File: src/rtl/acc_stream_ctrl.sv
// rtl/acc_stream_ctrl.sv - accelerator job controller: SRAM -> core -> SRAM streaming
//
// Purpose: on enable, reads FRAME_LEN samples from the source buffer at RD_BASE,
// streams them to the core through a 2-entry skid FIFO, and writes the core's
// results to the result buffer at WR_BASE. Dropping enable aborts the job at once.
//
// Ports:
//   clk, reset (async, active-low)
//   enable                                    job request, held until both dones
//   rd_en / rd_addr / rd_data                 source SRAM, 1-cycle read latency
//   core_in_data / core_in_valid / core_in_ready     sample stream to the core
//   core_out_data / core_out_valid / core_out_ready  result stream from the core
//   wr_en / wr_addr / wr_data                 result SRAM write port
//   read_done / write_done                    job status
//   cycle_cnt                                 job RUN-cycle count
//
// Optional feature: define ACC_STREAM_CTRL_PERF_CNT_EN to build the cycle_cnt
// counter; otherwise cycle_cnt is tied to 0.

module acc_stream_ctrl #(
  parameter int         FRAME_LEN = 64,
  parameter int         DATA_W    = 32,
  parameter logic [7:0] RD_BASE   = 8'h00,
  parameter logic [7:0] WR_BASE   = 8'h80
) (
  input  logic              clk,
  input  logic              reset,
  input  logic              enable,
  output logic              rd_en,
  output logic [7:0]        rd_addr,
  input  logic [DATA_W-1:0] rd_data,
  output logic [DATA_W-1:0] core_in_data,
  output logic              core_in_valid,
  input  logic              core_in_ready,
  input  logic [DATA_W-1:0] core_out_data,
  input  logic              core_out_valid,
  output logic              core_out_ready,
  output logic              wr_en,
  output logic [7:0]        wr_addr,
  output logic [DATA_W-1:0] wr_data,
  output logic              read_done,
  output logic              write_done,
  output logic [15:0]       cycle_cnt
);

  localparam logic [7:0] LEN  = 8'(FRAME_LEN);
  localparam logic [7:0] LAST = 8'(FRAME_LEN - 1);

  typedef enum logic [1:0] {IDLE, RUN, DONE} state_t;

  state_t            state;
  logic [7:0]        rcnt;      // reads issued
  logic [7:0]        icnt;      // core_in handshakes
  logic [7:0]        wcnt;      // results written
  logic              inflight;  // a read was issued last cycle; rd_data valid now
  logic [DATA_W-1:0] fifo_mem [2];
  logic              fifo_rd_ptr;
  logic              fifo_wr_ptr;
  logic [1:0]        fifo_count;
  logic              run;
  logic              push;
  logic              pop;

  assign run = (state == RUN);

  // Reads are throttled so that every issued read has a FIFO slot waiting for it.
  assign rd_en = run && (rcnt < LEN) &&
                 (({1'b0, fifo_count} + {2'b00, inflight}) < 3'd2);
  assign rd_addr = rd_en ? (RD_BASE + rcnt) : 8'h00;

  assign push          = inflight;
  assign core_in_valid = run && (fifo_count != 2'd0);
  assign core_in_data  = core_in_valid ? fifo_mem[fifo_rd_ptr] : '0;
  assign pop           = core_in_valid && core_in_ready;

  assign core_out_ready = run && (wcnt < LEN);
  assign wr_en          = core_out_valid && core_out_ready;
  assign wr_addr        = wr_en ? (WR_BASE + wcnt) : 8'h00;
  assign wr_data        = wr_en ? core_out_data : '0;

  // FIFO storage needs no reset: the pointers and count define what is valid.
  always_ff @(posedge clk) begin
    if (push) begin
      fifo_mem[fifo_wr_ptr] <= rd_data;
    end
  end

  always_ff @(posedge clk or negedge reset) begin
    if (!reset) begin
      state       <= IDLE;
      rcnt        <= 8'd0;
      icnt        <= 8'd0;
      wcnt        <= 8'd0;
      inflight    <= 1'b0;
      fifo_rd_ptr <= 1'b0;
      fifo_wr_ptr <= 1'b0;
      fifo_count  <= 2'd0;
      read_done   <= 1'b0;
      write_done  <= 1'b0;
    end else if (!enable) begin
      // Abort from any state: discard everything including the read in flight.
      state       <= IDLE;
      rcnt        <= 8'd0;
      icnt        <= 8'd0;
      wcnt        <= 8'd0;
      inflight    <= 1'b0;
      fifo_rd_ptr <= 1'b0;
      fifo_wr_ptr <= 1'b0;
      fifo_count  <= 2'd0;
      read_done   <= 1'b0;
      write_done  <= 1'b0;
    end else begin
      inflight <= rd_en;
      if (rd_en) begin
        rcnt <= rcnt + 8'd1;
      end
      if (push) begin
        fifo_wr_ptr <= ~fifo_wr_ptr;
      end
      if (pop) begin
        fifo_rd_ptr <= ~fifo_rd_ptr;
        icnt        <= icnt + 8'd1;
        if (icnt == LAST) begin
          read_done <= 1'b1;
        end
      end
      fifo_count <= fifo_count + {1'b0, push} - {1'b0, pop};
      if (wr_en) begin
        wcnt <= wcnt + 8'd1;
        if (wcnt == LAST) begin
          write_done <= 1'b1;
        end
      end

      case (state)
        IDLE: begin
          state <= RUN;
        end
        RUN: begin
          if (read_done && write_done) begin
            state <= DONE;
          end
        end
        DONE: begin
          state <= DONE;
        end
        default: begin
          state <= IDLE;
        end
      endcase
    end
  end

`ifdef ACC_STREAM_CTRL_PERF_CNT_EN
  logic [15:0] cycle_q;

  // Cleared in IDLE (which covers IDLE->RUN), counts RUN cycles, frozen in DONE.
  always_ff @(posedge clk or negedge reset) begin
    if (!reset) begin
      cycle_q <= 16'd0;
    end else if (!enable || state == IDLE) begin
      cycle_q <= 16'd0;
    end else if (state == RUN && cycle_q != 16'hFFFF) begin
      cycle_q <= cycle_q + 16'd1;
    end
  end

  assign cycle_cnt = cycle_q;
`else
  assign cycle_cnt = 16'd0;
`endif

endmodule

File: config.mk
export PLATFORM = sky130hd
export DESIGN_NAME = acc_stream_ctrl
export DESIGN_NICKNAME = d
export VERILOG_FILES = /design/src/rtl/acc_stream_ctrl.sv
export SDC_FILE = /design/constraint.sdc
export NUM_CORES = 1
export LEC_CHECK = 0
export ABC_CLOCK_PERIOD_IN_PS = 2500
export CAP_MARGIN = 0
export CORE_ASPECT_RATIO = 1.75
export CORE_UTILIZATION = 44
export CTS_CLUSTER_SIZE = 10
export DETAILED_ROUTE_END_ITERATION = 10
export PLACE_DENSITY = 0.9
export SETUP_SLACK_MARGIN = 0.15
export SLEW_MARGIN = 20
export SYNTH_ARGS = -nofsm -noshare
export SYNTH_HDL_FRONTEND = slang
export SYNTH_SLANG_ARGS = --single-unit
export TNS_END_PERCENT = 20
File: constraint.sdc
create_clock -name clk -period 2.5 [get_ports clk]
set_input_delay 0.5 -clock clk [delete_from_list [all_inputs] [get_ports clk]]
set_output_delay 0.5 -clock clk [all_outputs]
set_load 0.05 [all_outputs]
* After elaboration in Yosys (flattened, before gate mapping)
Memories as Yosys holds them, arrays and structs flattened.
Index checks and enable logic that the tools add are counted.
** Cells by class
- Eq/ne operators :: 11
- Bitwise gates (word level) :: 2
- Reduce and logical (&&, ||, !) cells :: 11
- Add/subtract/negate cells :: 7
- Mux-type cells :: 27
- Magnitude comparators :: 3
** Operators by type and width (number)
- $mux W32 :: 2
- $mux W8 :: 8
- $add A8 B1 Y8 const B :: 3
- $eq A8 B6 Y1 const B :: 2
- $lt A8 B7 Y1 const B :: 2
- $mux W1 :: 13
- $ne A2 B1 Y1 const B :: 6
- $add A8 B8 Y8 const A :: 1
- $logic_and A1 B1 Y1 :: 7
- $mux W2 :: 3
- $pmux W2 S3 :: 1
- $reduce_and A2 Y1 :: 2
- $add A2 B1 Y3 :: 1
- $lt A3 B2 Y1 const B :: 1
- $ne A3 B2 Y1 const B :: 1
- $add A2 B1 Y2 :: 1
- $eq A2 B1 Y1 const B :: 1
- $eq A2 B2 Y1 const B :: 1
- $logic_not A2 Y1 :: 1
- $not A1 Y1 :: 2
- $reduce_bool A2 Y1 :: 1
- $sub A2 B1 Y2 :: 1
** Storage, ports and cells
- Memories :: 1
- Logic and storage cells :: 72
- Bits in writable memories :: 64
- Bits of input ports :: 69
- Register bits :: 33
** Memory list
- fifo_mem :: words 2, bits a word 32, read ports 1, clocked after Yosys merged registers in 0, write ports 1, RTL line 56 : logic [DATA_W-1:0] fifo_mem [2];

* Depth between registers and ports, before layout
- Depth after elaboration :: 5
- Gate-level depth with buffers :: 9
- Mapped depth without buffers :: 9

* Least setup slack after synthesis
OpenSTA, ideal clock, no wires.
- Path kind :: register to output
- From :: register state[1]
- To :: output port rd_addr[0]
- Buffers on the path :: 1
- Data required time :: 2.000 ns
- Slack :: -0.613 ns
- Data arrival time :: 2.613 ns
- Cell stages (with the launch flop) :: 7
- Path through :: dfrtp_1 -> inv_1 -> ha_1 -> or4b_1 -> buf_4 -> nor2_1 -> and2_1
** On the way
- Word-level cells in the longest chain between the ends :: 4
** RTL lines
- start, declared :: RTL line 51 : state_t state;
- start signal, assigned :: RTL line 90 : state <= IDLE;
- start signal, assigned :: RTL line 102 : state <= IDLE;
- start signal, assigned :: RTL line 137 : state <= RUN;
- $eq A2 B1 Y1 :: RTL line 64 : assign run = (state == RUN);
- $logic_and A1 B1 Y1 (2 in series) :: RTL line 67 : assign rd_en = run && (rcnt < LEN) &&
- via rd_en :: RTL line 29 : output logic rd_en,
- $mux W8 :: RTL line 69 : assign rd_addr = rd_en ? (RD_BASE + rcnt) : 8'h00;
- end, declared :: RTL line 30 : output logic [7:0] rd_addr,
The timed path passes the listed nets, and every way through them passes these cells.

* Final worst setup path
- From :: register state[1]
- To :: output port rd_addr[5]
** On the way
- Word-level cells in the longest chain between the ends :: 4
** RTL lines (RTL line)
- $eq A2 B1 Y1 :: 64
- $logic_and A1 B1 Y1 (2 in series) :: 67
- $mux W8 :: 69
Every way passes these cells.

==> flow_metrics.py <==
metrics = {
    "power_and_ir_drop": {
        "vdd.ir_drop.worst_uv": 435,
        "leakagePower_nw": 2.90,
        "p_per_area_mw_per_mm2": 738,
    },
    "worst_hold_path": {
        "hold_path.class": "flop to flop",
    },
    "logic_synthesis": {
        "synth.cell_area_mm2": 0.00447,
        "synth_cells": 366,
        "ys_seq_area_share_pct": 61.5,
        "post_synth_num_cell_types": 37,
        "yosysMostFrequentCell": "edfxtp_1",
        "syn_area_per_cell_um2": 12.2,
        "netlist.area_leader.share_pct": 43.0,
        "synth_common_cells": "edfxtp_1 (64), and2_1 (49), nor2_1 (42), mux2i_1 (39), dfrtp_1 (33)",
        "async_reset_ff_share_pct": 34.0,
        "synth-edff-count": 64,
        "synth_top_area_cell": "edfxtp_1",
        "ys_ff_latch": 97,
        "synthTopCellsByArea": "edfxtp_1 (43%), dfrtp_1 (18%), mux2i_1 (8.7%)",
        "synthFlopType": "edfxtp_1",
        "yosysWarnings": 0,
    },
    "clocking": {
        "cts_tree": "built",
        "clock_path_buffers": 2,
        "clock_sinks": 97,
        "hold_buffers": 0,
        "htreeDepth": 3,
        "cts_buffers": 9,
        "clk_pin_slew_ps": 60,
        "root_buffer": "clkbuf_16",
        "clkLatencyLatePin_ps": 340,
    },
    "status": {
        "outcome": "finished, final reports clean",
    },
    "cells_and_area": {
        "seqCellArea_mm2": 0.00275,
        "multi_input_area_mm2": 0.00171,
        "area_growth_pct": 67.6,
        "drive_gt1_share_pct": 33.1,
        "diodes": 0,
        "fill_cells": 550,
        "final_nets": 608,
    },
    "global_route": {
        "overflow": 0,
        "grt_pass1_vias": 3570,
        "antenna_found_initial": 0,
        "grt_pass1_wl_um": 17100,
        "track_usage_pct": 21.7,
        "grt_max_degree": 40,
    },
    "placed_design": {
        "io_buffers": 151,
        "pre_cts_ws_ps": 183,
        "dp_hpwl_um": 7960,
        "gp_congestion": 0.802,
    },
    "route": {
        "post_drt_wl_per_cell_um": 18.0,
        "drc": 0,
        "vias": 3453,
        "drt-vias-per-instance": 5.22,
        "ant_nets": 0,
        "drtIter0Drc": 166,
        "wl_um": 11900,
        "drtPass1Iterations": 4,
    },
    "sta": {
        "max_slew.worst_pin.slew_ps": 687,
        "rsz0062_at_grt": "yes",
        "clock.fmax_mhz": 401,
        "hold_viol": 0,
        "fin_crit_ps": 2490,
        "hold_ws_ps": 502,
        "slew_viol_final": 0,
        "setup_slack_ps": 5.10,
        "final.period_utilization_pct": 99.8,
        "relSlewSlack_pct": 54.2,
        "skew_ps": 11.8,
        "setup_viol": 0,
    },
    "flow_run": {
        "cap_violations": 0,
    },
    "setup_path": {
        "critical_path_required_ps": 2000,
        "critical_path.max_fanout": 7,
        "cp_top_family": "simple AND/OR/NAND/NOR gates",
        "crit_arrival_ps": 1990,
        "end_kind": "output port",
        "worstPathCellList": "inv_2, ha_4, or4b_4, nor2_4, and2_4, buf_12",
        "worst-path-buf-inv": 2,
        "cp-start-kind": "flop",
        "slowest_stage": "or4b_4",
        "max_stage_delay_ps": 500,
        "critPathKind": "flop to output port",
    },
    "floorplan": {
        "rows": 48,
        "pin_count": 171,
        "start_util_pct": 45.4,
        "floorplan.die_area_mm2": 0.0106,
        "die_w_um": 78.2,
        "die_y_um": 135,
        "coreArea_mm2": 0.00985,
    },
}
[repair_timing]
action / 4_1_cts / 5_1_grt
endpoints found under the hold margin: 0 / 0
endpoints found under the setup margin: 77 / 49
cloned: 0 / 3
gates resized for setup: 41 / 9
pin swaps: 11 / 4
buffers inserted: 6 / 5
[metal layers]
layer  routed length [µm]  track usage, %
met5                    0               0
met4                  398            11.6
met3                  872            6.33
met2                 6750            41.1
met1                 3900            20.4
[metrics by stage]
step	cells	instance area (µm²)	total power, mW	TNS, ps	utilization, %
2_1_floorplan	384	4580	3.09	0	-
5_1_grt	662	7490	5.72	-310	76.1
3_5_place_dp	632	6910	3.96	0	70.1
3_3_place_gp	632	6910	3.89	0	70.1
6_report	662	7490	5.53	0	76.1
4_1_cts	654	7350	5.42	-1.20	74.6
[final timing paths]
kind | depth (start not counted) | end | slack (ps) | from
worst max-delay path | 6 | rd_addr[5] | 5 | state[1]$_DFFE_PN0P_
worst min-delay path | 1 | read_done$_DFFE_PN0P_ | 500 | icnt[7]$_DFFE_PN0P_
worst max register to register | 7 | rcnt[4]$_DFFE_PN0P_ | 290 | state[1]$_DFFE_PN0P_
worst min register to register | 1 | read_done$_DFFE_PN0P_ | 500 | icnt[7]$_DFFE_PN0P_
max in group asynchronous | 2 | fifo_rd_ptr$_DFFE_PN0P_ | 1600 | reset
min in group asynchronous | 2 | rcnt[5]$_DFFE_PN0P_ | 570 | reset
[where the power goes]
group          internal, mW  total, mW  switching (mW)
registers              1.90       2.02           0.114
logic                  1.01       2.17            1.17
clock network         0.773       1.34           0.565
total                  3.68       5.53            1.85
[sequential cells by signal (all words and copies together) (netlist names), 2 cells and up]
name and flops:
fifo_count 2, state 2, wcnt 8, fifo_mem 64, rcnt 8, icnt 8
[cells in the final DEF, fill, tap and decap left out, drive strengths merged, types with 2 or more instances in the layout]
cell	instances
a21oi	12
and2	49
buf	101
clkbuf	12
clkdlybuf4s50	70
clkinv	6
conb	19
dfrtp	33
edfxtp	64
ha	7
inv	9
mux2i	39
nand2	13
nand2b	5
nand3	6
nand4	4
nor2	42
nor3	2
nor3b	2
o21a	2
o21ai	6
o31ai	6
or3	4
or4	5
xnor2	5
xor2	2
[cells by family after synthesis]
| group | after synthesis | synth area share, % |
|---|---|---|
| other | 1 | 0.0839 |
| XOR/XNOR | 7 | 1.37 |
| flip-flops | 97 | 61.5 |
| adder cells (fa/ha/maj) | 7 | 1.96 |
| buffers and inverters | 47 | 5.71 |
| AND/OR/NAND/NOR | 138 | 16.6 |
| multiplexers | 39 | 8.73 |
| AO/OA/AOI/OAI | 30 | 4.09 |
[cell type report]
type | instances | area share (%)
well taps | 125 | 2.09
flip-flops and latches | 97 | 36.7
repair buffers | 174 | 33.9
multi-input cells | 240 | 22.8
clock inverters | 7 | 0.919
clock buffers | 9 | 3.01
inverters | 10 | 0.568
[worst register-to-register path, cell delays in order (launching register included)]
cell	delay (ps)
dfrtp_1	380
inv_2	80
ha_4	150
or4b_4	500
buf_4	160
buf_4	160
or4_1	510
a21oi_1	190
Power figures use the tool's default switching activity.
==> variant (same settings) <==
Add a define of `ACC_STREAM_CTRL_PERF_CNT_EN`.
--- a/src/rtl/acc_stream_ctrl.sv
+++ b/src/rtl/acc_stream_ctrl.sv
@@ -16,6 +16,8 @@
 //
 // Optional feature: define ACC_STREAM_CTRL_PERF_CNT_EN to build the cycle_cnt
 // counter; otherwise cycle_cnt is tied to 0.
+
+`define ACC_STREAM_CTRL_PERF_CNT_EN
 
 module acc_stream_ctrl #(
   parameter int         FRAME_LEN = 64,
Check against the original RTL: not equivalent (a bounded check fails within 4 cycles, from zero or initial values and one cycle with reset low).
==> variant against the original RTL <==
Hold slack got worse by 0.31 ns; synthesized area grew 19%; wire length up 27%; global-route usage up 2.3 points; worst setup slack gained 0.027 ns; sequential share of layout area down 2.1 points; sequential cell count grew 16; design area increased by 21%; power up 31%.
==> variant: results (changes against the original RTL) <==
outcome = finished, final reports clean
CTS H-tree depth = 4 (+1)
layout cells sized above 1 = 34.3% (+1.2 points)
post-synthesis mux area share = 7.14% (-1.6 points)
clk_skew = 0.0101 ns (-0.00171 ns)
net switching power = 2.22 mW (+20%)
Vias per Instance = 5.54 (+6.1%)
slowest stage delay, CP = 0.41 ns (-0.09 ns)
vias in the first global route = 4,508 (+26%)
Hold Path Class = in2async
initial antenna violation count = 0 (unchanged)
CTS resizes = 48 (+17%)
fin nets = 700 (+15%)
M2 GR Usage = 46.5% (+5.4 points)
synth unique cells = 48 (+30%)
GR Util met3 = 6.25% (-0.076 points)
DP HPWL = 9.61 mm (+21%)
critical path's top delay family = buffers and inverters
TritonCTS Buffers = 17 (+8)
max reg flops = 64 (unchanged)
Starting DRT DRC Count = 153 (-7.8%)
Post-synth top cells = edfxtp_1 (64), and2_1 (63), dfrtp_1 (49)
GPL Wtd Cong = 0.856 (+6.7%)
routed len/inst = 19.7 um (+9.3%)
Skew-Pair Late Insertion Delay = 0.41 ns (+0.07 ns)
Synth Area in XOR/XNOR = 3.29% (+1.9 points)
CP arrival = 1.97 ns (-0.02 ns)
ys async rst share = 43.4% (+9.3 points)
pin count of the biggest net entering global routing = 50 (+25%)
I/O Buffers = 167 (+11%)
Peak VDD IR = 0.538 mV (+24%)
drt first pass iters = 5 (+1)
Area contributors post-synth = edfxtp_1 (36%), dfrtp_1 (23%), and2_1 (7.4%)
slew margin rel. = 52.8% (-1.4 points)
slowest stage cell, crit path = dfrtp_1
Largest Register = fifo_mem
CP max FO = 12 (+5)
Lkg Pwr = 3.55 nW (+22%)
post-synthesis adder-cell area fraction = 2.11% (+0.15 points)
sequential area share after synthesis = 59.1% (-2.4 points)
Clk pin slew, worst setup/hold paths = 0.06 ns (about the same)
Post-synth top flop = edfxtp_1
Compound-Gate Fraction of Synth Area = 4.81% (+0.73 points)
M1 GR Usage = 23.1% (+2.8 points)
fillers = 642 (+17%)
Total GRT Usage = 24.0% (+2.3 points)
first-pass GRT wire length = 22.7 mm (+33%)
variant: cell type report:
cell class / instances / area [um^2] / share of cell area (%)
clock buffers: 18 / 429 / 4.72
clock inverters: 14 / 214 / 2.35
inverters: 10 / 37.5 / 0.413
multi-input cells: 294 / 2350 / 25.9
flip-flops and latches: 113 / 3150 / 34.7
well taps: 135 / 169 / 1.86
repair buffers: 186 / 2740 / 30.1
variant: layer usage:
layer	wire length (um)	share of wire, %
met1	4930	33
met2	8880	59
met3	1040	6.9
met4	310	2.0
met5	0	0
variant: cell families after synthesis:
logic type	after synthesis
xor+xnor	20
buf+inv	35
mux	38
other cells	1
compound gates	36
simple gates	188
flops	113
fa+ha+maj	9
variant: metrics by stage:
step	hold slack [ns]	setup TNS, ns	area, um^2	setup WS [ns]	std cells
after floorplan	0.204	0	5350	0.0359	442
after global placement	0.477	0	7970	0.114	727
after detailed placement	0.478	0	7970	0.0689	727
after CTS	0.210	0	8820	0.0861	767
after global routing	0.251	-0.784	9090	-0.0398	770
final	0.193	0	9090	0.0326	770
variant: final timing paths:
check / slack, ns / to / start / cells past startpoint
worst max-delay path: 0.03 / wr_data[3] / state[1] / 7
worst min-delay path: 0.19 / rcnt[0] / reset / 2
worst max register to register: 0.40 / cycle_cnt[15] / state[1] / 7
worst min register to register: 0.49 / rcnt[7] / rcnt[7] / 1
max in group asynchronous: 1.84 / fifo_rd_ptr / reset / 2
min in group clk: 0.49 / rcnt[7] / rcnt[7] / 1
variant: power by group through the flow:
stage / clock, mW / sequential, mW / combinational (mW)
after floorplan: 0 / 2.28 / 1.07
after global placement: 0 / 2.29 / 1.95
after detailed placement: 0 / 2.31 / 2.00
after CTS: 2.67 / 2.28 / 2.18
after global routing: 2.74 / 2.32 / 2.42
final: 2.62 / 2.30 / 2.32
